--- src/rtl/vga_timing_gen_pkg.sv ---
// Shared VGA timing header: default 640x480 totals and the common coordinate types.
// Latency: n/a (constants and types only).
// Backpressure: n/a.
//
// Used by vga_timing_gen and by the downstream porch/sync stage, so both
// agree on the raw frame geometry.
package vga_timing_gen_pkg;

  localparam int COORD_W = 11;
  localparam int FRAME_W = 8;

  typedef logic [COORD_W-1:0] coord_t;
  typedef logic [FRAME_W-1:0] frame_t;

  // 640x480 @ 60 Hz totals, including blanking.
  localparam int VGA_H_TOTAL  = 800;
  localparam int VGA_V_TOTAL  = 525;
  localparam int VGA_H_ACTIVE = 640;
  localparam int VGA_V_ACTIVE = 480;

endpackage

--- src/rtl/vga_timing_gen_mod_counter.sv ---
// Modulo counter with enable; reports wrap and exposes its next value.
// Latency: count updates on the clock after i_en; o_wrap/o_count_nxt are combinational.
// Backpressure: none; the counter holds whenever i_en is low.
//
// Ports:
//   i_clk, i_rst_n  clock, async active-low reset (count resets to MODULUS-1)
//   i_en            advance by one, wrapping MODULUS-1 -> 0
//   o_count         registered count
//   o_count_nxt     value o_count takes at the next edge
//   o_wrap          high when this enabled tick wraps to 0
module mod_counter
  import vga_timing_gen_pkg::*;
#(
  parameter int MODULUS = 2
) (
  input  logic   i_clk,
  input  logic   i_rst_n,
  input  logic   i_en,
  output coord_t o_count,
  output coord_t o_count_nxt,
  output logic   o_wrap
);

  localparam coord_t LAST = coord_t'(MODULUS - 1);

  coord_t count_q;

  assign o_wrap      = i_en && (count_q == LAST);
  assign o_count_nxt = !i_en  ? count_q :
                       o_wrap ? '0      :
                                count_q + coord_t'(1);

  // Reset to the last position so the first enabled tick lands on 0.
  always_ff @(posedge i_clk or negedge i_rst_n) begin
    if (!i_rst_n) begin
      count_q <= LAST;
    end else begin
      count_q <= o_count_nxt;
    end
  end

  assign o_count = count_q;

endmodule

--- src/rtl/vga_timing_gen.sv ---
// Raw VGA raster generator: position, active/sync decode, line/frame pulses, frame count.
// Latency: all outputs registered together; one position step per enabled clock.
// Backpressure: i_enable is the pixel tick; with it low everything holds and pulses drop.
//
// Ports:
//   i_clk, i_rst_n   clock, async active-low reset
//   i_enable         pixel tick
//   o_x, o_y         current column / row
//   o_active         inside the visible window
//   o_hsync/o_vsync  raw line/frame sync (visible-region flags, porches added downstream)
//   o_line_start     one-clock pulse on entering x = 0
//   o_frame_start    one-clock pulse on entering (0,0)
//   o_frame          frame count modulo 256
module vga_timing_gen
  import vga_timing_gen_pkg::*;
#(
  parameter int WIDTH         = VGA_H_TOTAL,
  parameter int HEIGHT        = VGA_V_TOTAL,
  parameter int WIDTH_ACTIVE  = VGA_H_ACTIVE,
  parameter int HEIGHT_ACTIVE = VGA_V_ACTIVE
) (
  input  logic         i_clk,
  input  logic         i_rst_n,
  input  logic         i_enable,
  output logic [10:0]  o_x,
  output logic [10:0]  o_y,
  output logic         o_active,
  output logic         o_hsync,
  output logic         o_vsync,
  output logic         o_line_start,
  output logic         o_frame_start,
  output logic [7:0]   o_frame
);

  localparam coord_t X_ACT = coord_t'(WIDTH_ACTIVE);
  localparam coord_t Y_ACT = coord_t'(HEIGHT_ACTIVE);

  coord_t x_q, x_nxt, y_q, y_nxt;
  logic   x_wrap, y_wrap;
  logic   hsync_q, vsync_q, line_start_q, frame_start_q;
  frame_t frame_q;

  mod_counter #(.MODULUS(WIDTH)) u_col (
    .i_clk       (i_clk),
    .i_rst_n     (i_rst_n),
    .i_en        (i_enable),
    .o_count     (x_q),
    .o_count_nxt (x_nxt),
    .o_wrap      (x_wrap)
  );

  // Rows step only when the column wraps, so y_wrap implies x_wrap.
  mod_counter #(.MODULUS(HEIGHT)) u_row (
    .i_clk       (i_clk),
    .i_rst_n     (i_rst_n),
    .i_en        (x_wrap),
    .o_count     (y_q),
    .o_count_nxt (y_nxt),
    .o_wrap      (y_wrap)
  );

  // Flags are decoded from the counters' next values so that they land in
  // the same cycle as the position they describe. The reset values (all 0)
  // match the decode of the reset position (WIDTH-1, HEIGHT-1), which lies
  // outside the visible window.
  always_ff @(posedge i_clk or negedge i_rst_n) begin
    if (!i_rst_n) begin
      hsync_q       <= 1'b0;
      vsync_q       <= 1'b0;
      line_start_q  <= 1'b0;
      frame_start_q <= 1'b0;
      frame_q       <= '1;
    end else begin
      hsync_q       <= (x_nxt < X_ACT);
      vsync_q       <= (y_nxt < Y_ACT);
      line_start_q  <= x_wrap;
      frame_start_q <= y_wrap;
      if (y_wrap) begin
        frame_q <= frame_q + frame_t'(1);
      end
    end
  end

  assign o_x           = x_q;
  assign o_y           = y_q;
  assign o_hsync       = hsync_q;
  assign o_vsync       = vsync_q;
  assign o_active      = hsync_q && vsync_q;
  assign o_line_start  = line_start_q;
  assign o_frame_start = frame_start_q;
  assign o_frame       = frame_q;

endmodule

--- config.mk ---
export PLATFORM = sky130hd
export DESIGN_NAME = vga_timing_gen
export DESIGN_NICKNAME = d
export VERILOG_FILES = /design/src/rtl/vga_timing_gen_pkg.sv /design/src/rtl/vga_timing_gen_mod_counter.sv /design/src/rtl/vga_timing_gen.sv
export SDC_FILE = /design/constraint.sdc
export NUM_CORES = 1
export LEC_CHECK = 0
export ABC_AREA = 1
export CORE_MARGIN = 2
export CORE_UTILIZATION = 45
export CTS_CLUSTER_DIAMETER = 150
export DETAILED_ROUTE_END_ITERATION = 12
export HOLD_SLACK_MARGIN = 0.12
export PLACE_DENSITY = 0.78
export SLEW_MARGIN = 20
export SYNTH_ARGS = -nofsm -noshare
export SYNTH_HDL_FRONTEND = slang
export SYNTH_HIERARCHICAL = 1
export SYNTH_SLANG_ARGS = --single-unit
export TNS_END_PERCENT = 5
--- constraint.sdc ---
create_clock -name i_clk -period 5.2 [get_ports i_clk]
set_input_delay 1.04 -clock i_clk [delete_from_list [all_inputs] [get_ports i_clk]]
set_output_delay 1.04 -clock i_clk [all_outputs]
set_load 0.02 [all_outputs]
Word level (Yosys, flattened, before mapping). Cells that the tools add are included.

Add/subtract/negate cells: 3. Order comparisons: 2. Equal/unequal tests: 2. Muxes and demuxes: 4. Reductions and logical operators: 3.

Operator list (count): $mux 11 (4); $add 11x1->11 const B (2); $eq 11x10->1 const B (2); $lt 11x10->1 const B (1); $lt 11x9->1 const B (1); $add 8x1->8 const B (1); $logic_and 1x1->1 (3).

Flip-flop bits (word level): 34. Output and inout bits: 35. Word-level logic and storage cells: 21.

Depth between registers and ports, before layout. Gate-level depths: netlist (run 1).

Depth after elaboration: 6. Depth in mapped cells: 15. Depth with buffers taken out: 15.

By module. The synthesis (run 1) kept the hierarchy.

Modules (own cells, without submodules): mod_counter at u_col (times used 1, cells an instance 89, area an instance 679.4 um2, seq. area each 284.0 um2); mod_counter at u_row (times used 1, cells an instance 79, area an instance 635.6 um2, seq. area each 279.0 um2); vga_timing_gen (times used 1, cells an instance 54, area an instance 530.5 um2, seq. area each 310.3 um2).

Least setup slack after synthesis (run 1). Ideal clock, no wire load.

Path kind: input to register. Start point: input i_enable. End point: register frame_q[5] (netlist: o_frame[5]). Arrival: 2.601 ns. Setup slack: 2.527 ns. Stages on the path: 14. Path buffers: 1. Path through: buf_4 nand2_2 nor3_2 nand3_1 inv_1 inv_2 nor3_4 nand3_2 inv_2 nand2_1 nor2_4 nand3_1 nand2_1 inv_1.

Cells in the longest elaborated chain, start to end: 2.

RTL lines: start, declared (RTL line vga_timing_gen.sv:24) `input logic i_enable,`; $logic_and 1x1->1 (RTL line vga_timing_gen_mod_counter.sv:28) `assign o_wrap = i_en && (count_q == LAST);`; net x_wrap (RTL line vga_timing_gen.sv:39) `logic x_wrap, y_wrap;`; $logic_and 1x1->1 (RTL line vga_timing_gen_mod_counter.sv:28); net y_wrap (RTL line vga_timing_gen.sv:39); end signal, assigned (RTL line vga_timing_gen.sv:79) `frame_q <= frame_q + frame_t'(1);`; end, declared (RTL line vga_timing_gen.sv:41) `frame_t frame_q;`.

The timed path passes the listed nets, and every way through them passes these cells. A chain may end at the register's enable or synchronous reset.

Worst setup path in the final report (run 1).
Start point: input i_enable. End point: register frame_q[6] (netlist: o_frame[6]).

The elaborated chain is that of the path after synthesis.

==> results of run 1 <==
[layout make-up]
cell class | instances | area share (%)
inverters | 39 | 6.18
multi-input cells | 148 | 34.5
clock inverters | 1 | 0.211
repair buffers | 38 | 15.9
clock buffers | 7 | 3.64
flip-flops and latches | 34 | 36.9
well taps | 50 | 2.64
[sequential cells by signal, indices dropped and copies added (netlist names)]
signal,flops
u_row/o_count,11
o_hsync,1
o_vsync,1
u_col/o_count,11
o_frame_start,1
o_frame,8
o_line_start,1
[worst min path at each step]
| stage | from | endpoint | slack (ps) | depth (start not counted) |
|---|---|---|---|---|
| 2_1_floorplan | o_frame[7] | o_frame[7] | 500 | 2 |
| 3_3_place_gp | o_frame[7] | o_frame[7] | 460 | 2 |
| 3_5_place_dp | o_frame[7] | o_frame[7] | 460 | 2 |
| 4_1_cts | o_frame[7] | o_frame[7] | 470 | 2 |
| 5_1_grt | o_frame[7] | o_frame[7] | 520 | 2 |
| 6_report | o_frame[7] | o_frame[7] | 480 | 2 |
[cells by family after synthesis]
family / share of synthesized area [%]
simple gates: 32.7
buf+inv: 8.34
fa+ha+maj: 2.71
compound gates: 2.64
mux: 0.610
xor+xnor: 5.69
flops: 47.3
[Yosys cell counts (4+ instances only)]
cell     instances  area, µm²
dfrtp_1         16        400
inv_1           36        135
ha_1             4       50.1
dfstp_2         18        473
nor2_4           5       56.3
nand3_1         15       75.1
nor2_1          22       82.6
nand2_1         58        218
xnor2_1          4       35.0
nor3_1           4       20.0
nand4_1          4       25.0
xor2_1           8       70.1
nand2_2          7       43.8
[worst min-delay path: stages, from the launching register on]
cell and delay [ps]:
dfstp_2 380, nand2_1 60, nand2_1 40
[routing by layer]
layer / routed length (µm) / GRT usage (%) / share of wire, %
met1: 1650 / 23.6 / 45
met2: 1710 / 29.0 / 47
met3: 233 / 5.76 / 6.4
met4: 42 / 7.25 / 1.2
met5: 0 / 0 / 0
[per-stage QoR]
step / setup WS, ps / total power, mW
after CTS: 2010 / 0.810
after detailed placement: 1730 / 0.603
final: 2010 / 0.797
after floorplan: 2530 / 0.505
after global placement: 1820 / 0.599
after global routing: 1730 / 0.852
[cell usage in the layout (no fill, tap or decap)]
master / count
nor2_1: 22
nor3_2: 1
o21a_1: 1
clkbuf_8: 6
nor3_4: 1
nand2_2: 7
xor2_1: 8
ha_1: 4
nor2_2: 3
clkdlybuf4s50_1: 37
inv_1: 36
dfrtp_1: 16
o21ai_0: 2
o21bai_1: 2
nor2_4: 5
nand3b_1: 1
mux2_2: 1
o21ai_1: 1
o21bai_2: 1
nand4_1: 4
nor3_1: 4
dfstp_2: 18
nand2_1: 58
clkinv_2: 1
clkbuf_1: 1
nand3_2: 3
buf_4: 1
xnor2_1: 4
nand3_1: 15
inv_2: 3
[power by group through the flow]
stage	clock (mW)	combinational [mW]	sequential, mW
6_report	0.200	0.235	0.361
5_1_grt	0.221	0.262	0.369
4_1_cts	0.211	0.237	0.362
3_5_place_dp	0	0.236	0.367
3_3_place_gp	0	0.232	0.367
2_1_floorplan	0	0.104	0.401
==> run_results.csv, run 1 <==
group,metric,value,unit
run_status,outcome,"finished, final reports clean",
placement,placedCellCount,309,
synth,ys_ff_latch,34,
setup_path,slowest_stage,"clkdlybuf4s50_1",
placement,numPortBuffers,37,
power_and_ir_drop,comb_power_share,29.5,%
drt,firstDrtPassIters,4,
drt,routed_wl,3640,µm
synth,synth_nets,229,
global_route,grt_use_total,18.4,%
power_and_ir_drop,p_sw_share,34.4,%
drt,drt-initial-drc-count,123,
clock_network,root_buffer,"clkbuf_8",
cells_and_area,fin_util,59.7,%
timing,setup_tns,0,ps
synth,yosys_most_used_dff,"dfstp_2",
setup_path,setup.worst_path.start,"i_enable",
setup_path,cpPeakStageDelay,660,ps
die,fp.dieW,68.0,µm
die,core_region_area,0.00397,mm²
power_and_ir_drop,vdd_drop_max,0.119,mV
clock_network,numCtsBuffers,5,
cells_and_area,multi_input_area,818,µm²
clock_network,h-tree-depth,2,
setup_path,worstSetupPathType,"in -> reg",
clock_network,cts_tree,"built",
timing,min_period,3190,ps
die,die_y,68.0,µm
cells_and_area,drive_gt1_share,19.1,%
global_route,grt_pass1_vias,1461,
cells_and_area,regArea,873,µm²
drt,post-route-drc-count,0,
clock_network,cts.clk_slew.worst_paths,70,ps
drt,vias,1504,
clock_network,hold_buffers,0,
drt,viasPerCell,4.74,
power_and_ir_drop,power_density,336,mW/mm²
synth,yosys_warnings,6,
synth,syn-cell-area,0.00185,mm²
setup_path,critical-path-top-delay-family,"buffers and inverters",
global_route,grt_pass1_wl,6270,µm
die,ioPinCount,38,
clock_network,post_cts_buffers,0,
drt,antenna_left,0,
placement,place_hpwl,2730,µm
synth,synth_edf_count,0,
cells_and_area,postLayoutCellArea,0.00237,mm²
power_and_ir_drop,p_seq_share,45.4,%
cells_and_area,areaGrowthSynthToFinish,28.4,%
timing,fin_skew,2.18,ps
global_route,antenna_found_initial,0,
timing,slew_viol_final,0,
cells_and_area,nets,273,
setup_path,endpoint,"o_frame[6]",
timing,worst_pin_slew,405,ps
power_and_ir_drop,p_int,523,µW
clock_network,cts_sinks,34,
power_and_ir_drop,p_leak,1.18,nW
synth,synth_seq_area_share,47.3,%
setup_path,worst-r2r-setup-slack,2710,ps
setup_path,end_kind,"flip-flop",
global_route,globalRouteOverflowTotal,0,
power_and_ir_drop,power.clock.fraction,25.1,%
cells_and_area,nFillCells,369,
setup_path,worstRegToRegCells,14,
timing,slew_headroom,73.0,%
die,core.rowCount,23,
synth,synth_cell_type_count,26,
setup_path,critPathMaxFanout,9,
timing,setup_viol,0,
power_and_ir_drop,p_sw,274,µW
setup_path,r2r-end,"o_frame[6]",
timing,hold_slack,476,ps
global_route,grt_max_degree,35,
timing,hold_viol,0,
die,die_area,0.00463,mm²
run,cap_violations,0,
placement,gp_congestion,0.757,
die,start_util,46.5,%
timing,max_freq,314,MHz
setup_path,crit_chain,"clkdlybuf4s50_1 -> nand2_2 -> nor3_2 -> nand3_1 -> inv_1 -> inv_2 -> nor3_4 -> nand3_2 -> inv_2 -> nand2_2 -> nor2_2 -> nand3_1 -> nand2_1 -> inv_1",
placement,placed_cell_area,0.00228,mm²
timing,rsz0062_at_grt,"false",
clock_network,clock_path_buffers,2,
setup_path,worst-path-buf-inv,5,
setup_path,timing.rr.start,"u_col/o_count[0]",
timing,fin_crit_sh,61.3,%
setup_path,critical_path_required,5430,ps
synth,syn_inst,222,
clock_network,cts_resized,0,
synth,avgSynthCellArea,8.31,µm²
setup_path,cp-start-kind,"primary input",
setup_path,cp_num_cells,14,
clock_network,clk_latency,280,ps
synth,async_flop_share,100,%
cells_and_area,antenna_cells,0,
hold_path,hp-class,"reg -> reg",
cells_and_area,fin_cells,317,
setup_path,arrival,3410,ps
drt,detail_route.wl_per_cell,11.5,µm
Power figures use the tool's default switching activity.
==> run 2: changes to the inputs <==
- clock period: 5.2 -> 3.2 ns (I/O delays scaled with it)
==> run_results.csv, run 2 (synthesis results as in run 1) <==
group,metric,value,unit
run_status,outcome,"finished, final reports clean",
setup_path,r2r-end,"o_frame[6]",
cells_and_area,final_cell_mix,"58 x nand2_1, 37 x clkdlybuf4s50_1, 36 x inv_1, 22 x nor2_1, 18 x dfstp_2",
timing,rsz0062_at_grt,"false",
setup_path,end_kind,"flip-flop",
hold_path,min-delay-start,"o_frame[7]",
clock_network,clock_path_buffers,2,
cells_and_area,multi_input_area,818,µm²
die,ioPinCount,38,
clock_network,h-tree-depth,2,
setup_path,critical-path-top-delay-family,"buffers and inverters",
placement,place_hpwl,2700,µm
cells_and_area,areaGrowthSynthToFinish,29.6,%
setup_path,cp_num_cells,15,
placement,preCtsSetupSlack,332,ps
setup_path,critPathMaxFanout,9,
global_route,grt_use_total,17.4,%
clock_network,cts_resized,0,
timing,worst_pin_slew,419,ps
die,fp.dieW,68.0,µm
clock_network,root_buffer,"clkbuf_8",
timing,slew_viol_final,0,
power_and_ir_drop,p_total,1.36,mW
cells_and_area,final_common_cell,"nand2_1",
drt,firstDrtPassIters,4,
setup_path,arrival,2810,ps
cells_and_area,drive_gt1_share,19.0,%
timing,slew_headroom,72.1,%
die,die_area,0.00463,mm²
power_and_ir_drop,power_density,567,mW/mm²
timing,setup_ws,623,ps
global_route,grt_max_degree,35,
global_route,globalRouteOverflowTotal,0,
placement,gp_congestion,0.763,
clock_network,post_cts_buffers,0,
drt,viasPerCell,4.81,
global_route,grt_pass1_vias,1336,
timing,setup_tns,0,ps
timing,fin_crit_sh,80.5,%
global_route,grt_pass1_wl,5830,µm
hold_path,whs_endpoint,"o_frame[7]",
timing,min_period,2580,ps
cells_and_area,antenna_cells,0,
setup_path,timing.rr.start,"u_col/o_count[0]",
clock_network,cts_sinks,34,
cells_and_area,regArea,873,µm²
drt,post-route-drc-count,0,
timing,setup_viol,0,
drt,antenna_left,0,
setup_path,worst-path-buf-inv,5,
setup_path,critical_path_required,3430,ps
setup_path,slowest_stage,"clkdlybuf4s50_1",
drt,drt-initial-drc-count,103,
setup_path,worstSetupPathType,"in -> reg",
die,core_region_area,0.00397,mm²
drt,vias,1530,
power_and_ir_drop,vdd_drop_max,0.324,mV
placement,numPortBuffers,37,
drt,highest_layer,"met4",
timing,hold_viol,0,
setup_path,worst-r2r-setup-slack,680,ps
clock_network,cts_tree,"built",
clock_network,numCtsBuffers,5,
setup_path,cp_common_cell,"nand2_1",
cells_and_area,fin_util,60.2,%
die,die_y,68.0,µm
drt,met1_length,1660,µm
cells_and_area,nets,274,
power_and_ir_drop,p_leak,1.19,nW
setup_path,cpPeakStageDelay,500,ps
hold_path,hp-class,"reg -> reg",
timing,fin_skew,4.93,ps
die,start_util,46.5,%
drt,detail_route.wl_per_cell,11.4,µm
drt,routed-wl-met2,1690,µm
run,cap_violations,0,
cells_and_area,nFillCells,357,
setup_path,cp-start-kind,"primary input",
global_route,antenna_found_initial,0,
drt,wl_met3,195,µm
setup_path,crit_chain,"clkdlybuf4s50_1 -> nand2_2 -> nor3_2 -> nand3_1 -> inv_1 -> inv_2 -> nor3_4 -> nand3_2 -> inv_2 -> nand2_2 -> nor2_2 -> nand2_1 -> nand2_1 -> nand2_1 -> inv_1",
die,core.rowCount,23,
drt,routed_wl,3620,µm
timing,max_freq,388,MHz
clock_network,cts.clk_slew.worst_paths,70,ps
setup_path,worstRegToRegCells,15,
hold_path,holdPathStages,2,
clock_network,clk_latency,280,ps
clock_network,hold_buffers,0,
==> run 2: cell count changes in the layout (fill, tap and decap cells not counted), sizes merged <==
cell / change
buf: +1
clkinv: -1
bufinv: +1
==> run 2: worst reg2reg max path, delay by kind of cell (launching register included) <==
| kind | cells | cell delay (ps) |
|---|---|---|
| buffers and inverters | 5 | 690 |
| flip-flops | 1 | 590 |
| adder cells (fa/ha/maj) | 1 | 210 |
| AND/OR/NAND/NOR | 9 | 960 |
==> run 2: layout make-up <==
class	count	area share [%]
clock buffer	7	3.19
clock inverter	1	1.26
inverter	39	6.12
multi-input combinational	148	34.2
sequential	34	36.5
tap	50	2.62
timing repair buffer	39	16.1
==> run 2: per-layer routing <==
metal / track usage, % / vias up
met1: 22.5 / 707
met2: 27.2 / 43
met4: 6.75 / 0
met5: 0 / -
li1: - / 772
met3: 5.43 / 8
==> run 2: metrics by stage <==
| step | hold slack [ps] | area (µm²) | std cells |
|---|---|---|---|
| after CTS | 479 | 2390 | 318 |
| after global routing | 495 | 2390 | 318 |
| after floorplan | 344 | 1850 | 222 |
| after global placement | 462 | 2290 | 310 |
| after detailed placement | 469 | 2290 | 310 |
| final | 476 | 2390 | 318 |
==> run 2: how the worst max path moves through the flow <==
stage | from | end | slack, ps
2_1_floorplan | u_col/o_count[0] | o_frame[5] | 900
3_3_place_gp | i_enable | o_frame[5] | 410
3_5_place_dp | i_enable | o_frame[6] | 330
4_1_cts | i_enable | o_frame[6] | 610
5_1_grt | i_enable | o_frame[5] | 370
6_report | i_enable | o_frame[6] | 620
==> run 2: power breakdown <==
| part | leakage (nW) | total [mW] | internal [mW] | switching, mW |
|---|---|---|---|---|
| Combinational | 0.748 | 0.384 | 0.166 | 0.218 |
| Clock | 0.0524 | 0.382 | 0.233 | 0.149 |
| Sequential | 0.392 | 0.590 | 0.511 | 0.0791 |
| Total | 1.19 | 1.36 | 0.909 | 0.447 |
==> run 3: changes to the inputs <==
- PLACE_DENSITY: 0.78 -> 0.8
- clock period: 3.2 -> 2.3 ns (I/O delays scaled with it)
==> run_results.csv, run 3 (synthesis results as in run 1) <==
group,metric,value,unit
timing,fin_crit_sh,94.6,%
clock_network,clock_path_buffers,2,
cells_and_area,antenna_cells,0,
drt,post-route-drc-count,0,
clock_network,cts.clk_slew.worst_paths,70,ps
clock_network,h-tree-depth,2,
power_and_ir_drop,power_density,752,mW/mm²
hold_path,holdPathStages,2,
setup_path,worstSetupPathType,"in -> reg",
timing,max_freq,459,MHz
power_and_ir_drop,p_leak,1.27,nW
cells_and_area,nets,290,
setup_path,worstRegToRegCells,14,
cells_and_area,final_cell_mix,"58 x nand2_1, 37 x clkdlybuf4s50_1, 35 x inv_1, 22 x nor2_1",
timing,worst_pin_slew,414,ps
setup_path,end_kind,"flip-flop",
global_route,grt_use_total,18.9,%
die,ioPinCount,38,
die,die_area,0.00463,mm²
timing,hold_viol,0,
drt,viasPerCell,4.76,
die,core.rowCount,23,
global_route,grt_pass1_wl,6480,µm
timing,fin_skew,7.95,ps
run_status,outcome,"finished, final reports clean",
drt,antenna_left,0,
die,core_region_area,0.00397,mm²
clock_network,numCtsBuffers,5,
cells_and_area,drive_gt1_share,25.4,%
hold_path,hp-class,"reg -> reg",
die,die_y,68.0,µm
clock_network,root_buffer,"clkbuf_8",
clock_network,cts_sinks,34,
placement,placedCellCount,324,
drt,wl_met3,197,µm
timing,setup_tns,0,ps
cells_and_area,fin_cells,334,
drt,routed_wl,4060,µm
clock_network,hold_buffers,0,
global_route,globalRouteOverflowTotal,0,
global_route,grt_max_degree,35,
placement,numPortBuffers,37,
timing,setup_ws,124,ps
drt,routed-wl-met2,2050,µm
drt,drt-initial-drc-count,95,
cells_and_area,final_common_cell,"nand2_1",
drt,detail_route.wl_per_cell,12.2,µm
timing,min_period,2180,ps
die,start_util,46.5,%
placement,gp_congestion,0.854,
setup_path,critical_path_required,2520,ps
power_and_ir_drop,vdd_drop_max,0.451,mV
drt,firstDrtPassIters,5,
cells_and_area,postLayoutCellArea,0.00253,mm²
power_and_ir_drop,p_total,1.90,mW
timing,slew_viol_final,0,
setup_path,arrival,2400,ps
cells_and_area,nFillCells,338,
timing,hold_slack,484,ps
placement,preCtsSetupSlack,-206,ps
setup_path,cp-start-kind,"primary input",
cells_and_area,fin_util,63.7,%
placement,place_hpwl,3040,µm
placement,placed_cell_area,0.00239,mm²
timing,setup_viol,0,
global_route,antenna_found_initial,0,
run,cap_violations,0,
die,fp.dieW,68.0,µm
clock_network,cts_tree,"built",
clock_network,clk_latency,280,ps
global_route,grt_pass1_vias,1493,
drt,highest_layer,"met4",
drt,vias,1590,
drt,met1_length,1760,µm
cells_and_area,areaGrowthSynthToFinish,37.0,%
timing,slew_headroom,72.4,%
setup_path,critPathMaxFanout,5,
run 3: repair_timing:
item / in CTS / in global routing
setup endpoints to repair: 0 / 6
buffers inserted: 0 / 2
resized for setup: 0 / 4
run 3: path summary, 6_finish.rpt:
check / start / endpoint / slack, ps
worst max register to register: u_col/o_count[0] / o_frame[5] / 140
worst min register to register: o_frame[7] / o_frame[7] / 480
min in group asynchronous: i_rst_n / o_line_start / 590
worst min-delay path: o_frame[7] / o_frame[7] / 480
worst max-delay path: i_enable / o_frame[5] / 120
max in group asynchronous: i_rst_n / u_col/o_count[0] / 1380
run 3: layout make-up:
type                            instances  area [µm²]  share of cell area, %
Clock buffer                            8         110                   4.35
Inverter                               39         146                   5.79
Multi-Input combinational cell        148         831                   32.9
Sequential cell                        34         873                   34.5
Tap cell                               50        62.6                   2.47
Timing Repair Buffer                   55         505                   20.0
run 3: power by group:
group | internal, mW | leakage, nW | switching (mW)
logic | 0.254 | 0.822 | 0.324
clock network | 0.302 | 0.0575 | 0.210
registers | 0.710 | 0.392 | 0.101
run 3: layer usage:
metal / up-vias / global-route usage (%)
li1: 797 / -
met1: 745 / 21.7
met2: 40 / 34.3
met3: 8 / 4.28
met4: 0 / 6.50
met5: - / 0
run 3: critical path: stages:
cell	delay (ps)
clkdlybuf4s50_1	490
nand2_2	70
nor3_2	130
nand3_1	150
inv_2	140
inv_2	60
nor3_4	190
nand3_2	120
inv_2	120
nand2_1	90
nor2_4	170
nand3_1	100
nand2_1	70
inv_1	40
==> patch (settings of run 1) <==
Reset style: synchronous (`i_rst_n`), changed in 2 clocked blocks. Comments in the files are not updated.
--- a/src/rtl/vga_timing_gen_mod_counter.sv
+++ b/src/rtl/vga_timing_gen_mod_counter.sv
@@ -31,7 +31,7 @@
                                 count_q + coord_t'(1);
 
   // Reset to the last position so the first enabled tick lands on 0.
-  always_ff @(posedge i_clk or negedge i_rst_n) begin
+  always_ff @(posedge i_clk) begin
     if (!i_rst_n) begin
       count_q <= LAST;
     end else begin
--- a/src/rtl/vga_timing_gen.sv
+++ b/src/rtl/vga_timing_gen.sv
@@ -63,7 +63,7 @@
   // the same cycle as the position they describe. The reset values (all 0)
   // match the decode of the reset position (WIDTH-1, HEIGHT-1), which lies
   // outside the visible window.
-  always_ff @(posedge i_clk or negedge i_rst_n) begin
+  always_ff @(posedge i_clk) begin
     if (!i_rst_n) begin
       hsync_q       <= 1'b0;
       vsync_q       <= 1'b0;
Check against the original RTL: differs if i_rst_n is asserted again (counterexample within 4 cycles, from zero or initial values and one cycle with i_rst_n low); with i_rst_n held inactive, the same outputs for 10 cycles.
==> patch against run 1 <==
  * Global-route usage grew 0.64 points
  * Worst setup slack lost 0.0049 ns
  * Die area grew 2.4%
  * Area after synthesis grew 2.6%
  * Wire length grew 12%
  * Fmax shrank 0.15%
  * Cell count grew 16%
  * Power shrank 6.4%
  * Sequential power shrank 11%
  * Combinational power shrank 4%
  * Cell area grew 0.58%
  * Critical path depth is the same
  * Sequential cell count is the same
  * Sequential share of layout area shrank 8.3 points
  * Largest cell class is now multi-input combinational cells
==> patch: results (changes against run 1) <==
| Metric | Value |
|---|---|
| Outcome | finished clean |
| Largest net degree at the start of global routing | 22 (-37%) |
| Worst-Skew Late Latency | roughly 0.29 ns |
| Slowest cell on the critical path | clkdlybuf4s50_1 |
| Hold Path Stages | 2 (unchanged) |
| Slew HR | 45.8% (-27 points) |
| Post-placement cell count | 360 (+17%) |
| Pleak | 1.28 nW (+8.4%) |
| Post-synth net total | 285 (+24%) |
| Fin nets | 324 (+19%) |
| Clock Skews | 0.00383 ns (+0.00164 ns) |
| Max VDD drop | 0.191 mV (+61%) |
| Vias in the first global route | 1577 (+7.9%) |
| Total GRT Usage | 19.1% (+0.64 points) |
| Clock root buffer | clkbuf_8 |
| Share of layout cells above drive strength 1 | 12.9% (-6.2 points) |
| GP Congestion | 0.938 (+24%) |
| Hold_sp | o_frame[4] |
| 1st-iter DRT viols | 137 (+11%) |
| RR Startpoint | u_col/o_count[0] |
| Hold EP | o_frame[4] |
| First-pass GRT wire length | 6790 um (+8.2%) |
| Initial antenna violation count | 0 (unchanged) |
| # port buffers | 37 (unchanged) |
| Pre-CTS WS | 1.72 ns (-0.00806 ns) |
| Reg-to-Reg End | o_frame[7] |
| Register-to-register setup slack | 2.58 ns (-0.13 ns) |
| Psw | 0.000260 W (-5.1%) |
| Critical path arrival | 3.34 ns (-0.07 ns) |
| Routed WL | 4070 um (+12%) |
| Cells after Synth | 278 (+25%) |
| Max FO, Critical Path | 10 (+1) |
| Clock edge transition at the registers on the reported setup and hold paths | 0.07 ns (about the same) |
| DPL Wire Length | 3010 um (+10%) |
| Top delay family on crit path | simple AND/OR/NAND/NOR gates |
| Via count | 1777 (+18%) |
| R2R depth | 14 (unchanged) |
| Via/cell ratio | 4.83 (+1.8%) |
| Critical path launch point | i_enable |
patch: power by group through the flow:
stage | logic [W] | registers (W) | clock network (W)
final | 0.000225 | 0.000320 | 0.000201
after global routing | 0.000252 | 0.000324 | 0.000213
after CTS | 0.000226 | 0.000319 | 0.000207
after detailed placement | 0.000225 | 0.000325 | 0
after global placement | 0.000221 | 0.000325 | 0
after floorplan | 0.000122 | 0.000350 | 0
patch: per-layer routing:
layer	global-route usage, %	up-vias	routed length (um)
li1	-	933	-
met1	25.3	786	2010
met2	30.0	52	1720
met3	4.71	6	267
met4	6.62	0	60
met5	0	-	0
patch: worst register-to-register path, cell delays in order (launching register included):
cell and delay [ns]:
dfxtp_1 0.53, ha_1 0.25, nand3_1 0.13, nor2_1 0.16
nand2_2 0.14, inv_1 0.28, nand2_1 0.11, nor2_2 0.12
nand3_2 0.16, inv_2 0.17, nand2_2 0.09, nor2_4 0.14
nand3_2 0.07, nand2_1 0.06, nand3_1 0.05
patch: final cells by class:
| cell class | count | area [um^2] |
|---|---|---|
| clock inverters | 1 | 5.00 |
| flip-flops and latches | 34 | 681 |
| inverters | 57 | 214 |
| clock buffers | 7 | 86.3 |
| fillers | 388 | 1650 |
| multi-input cells | 182 | 965 |
| repair buffers | 37 | 370 |
| well taps | 50 | 62.6 |
patch: how the worst max path moves through the flow:
stage,end,slack (ns),cells past startpoint
6_report,o_frame[7],2.01,14
2_1_floorplan,o_frame[7],2.55,15
4_1_cts,o_frame[7],2.02,14
5_1_grt,o_frame[7],1.68,14
3_5_place_dp,o_frame[7],1.72,14
3_3_place_gp,o_frame[7],1.80,14
patch: stage by stage:
stage               instance area [um^2]  hold slack, ns
floorplan                           1890           0.550
global placement                    2290           0.468
detailed placement                  2290           0.484
CTS                                 2380           0.497
global route                        2380           0.529
finish                              2380           0.495
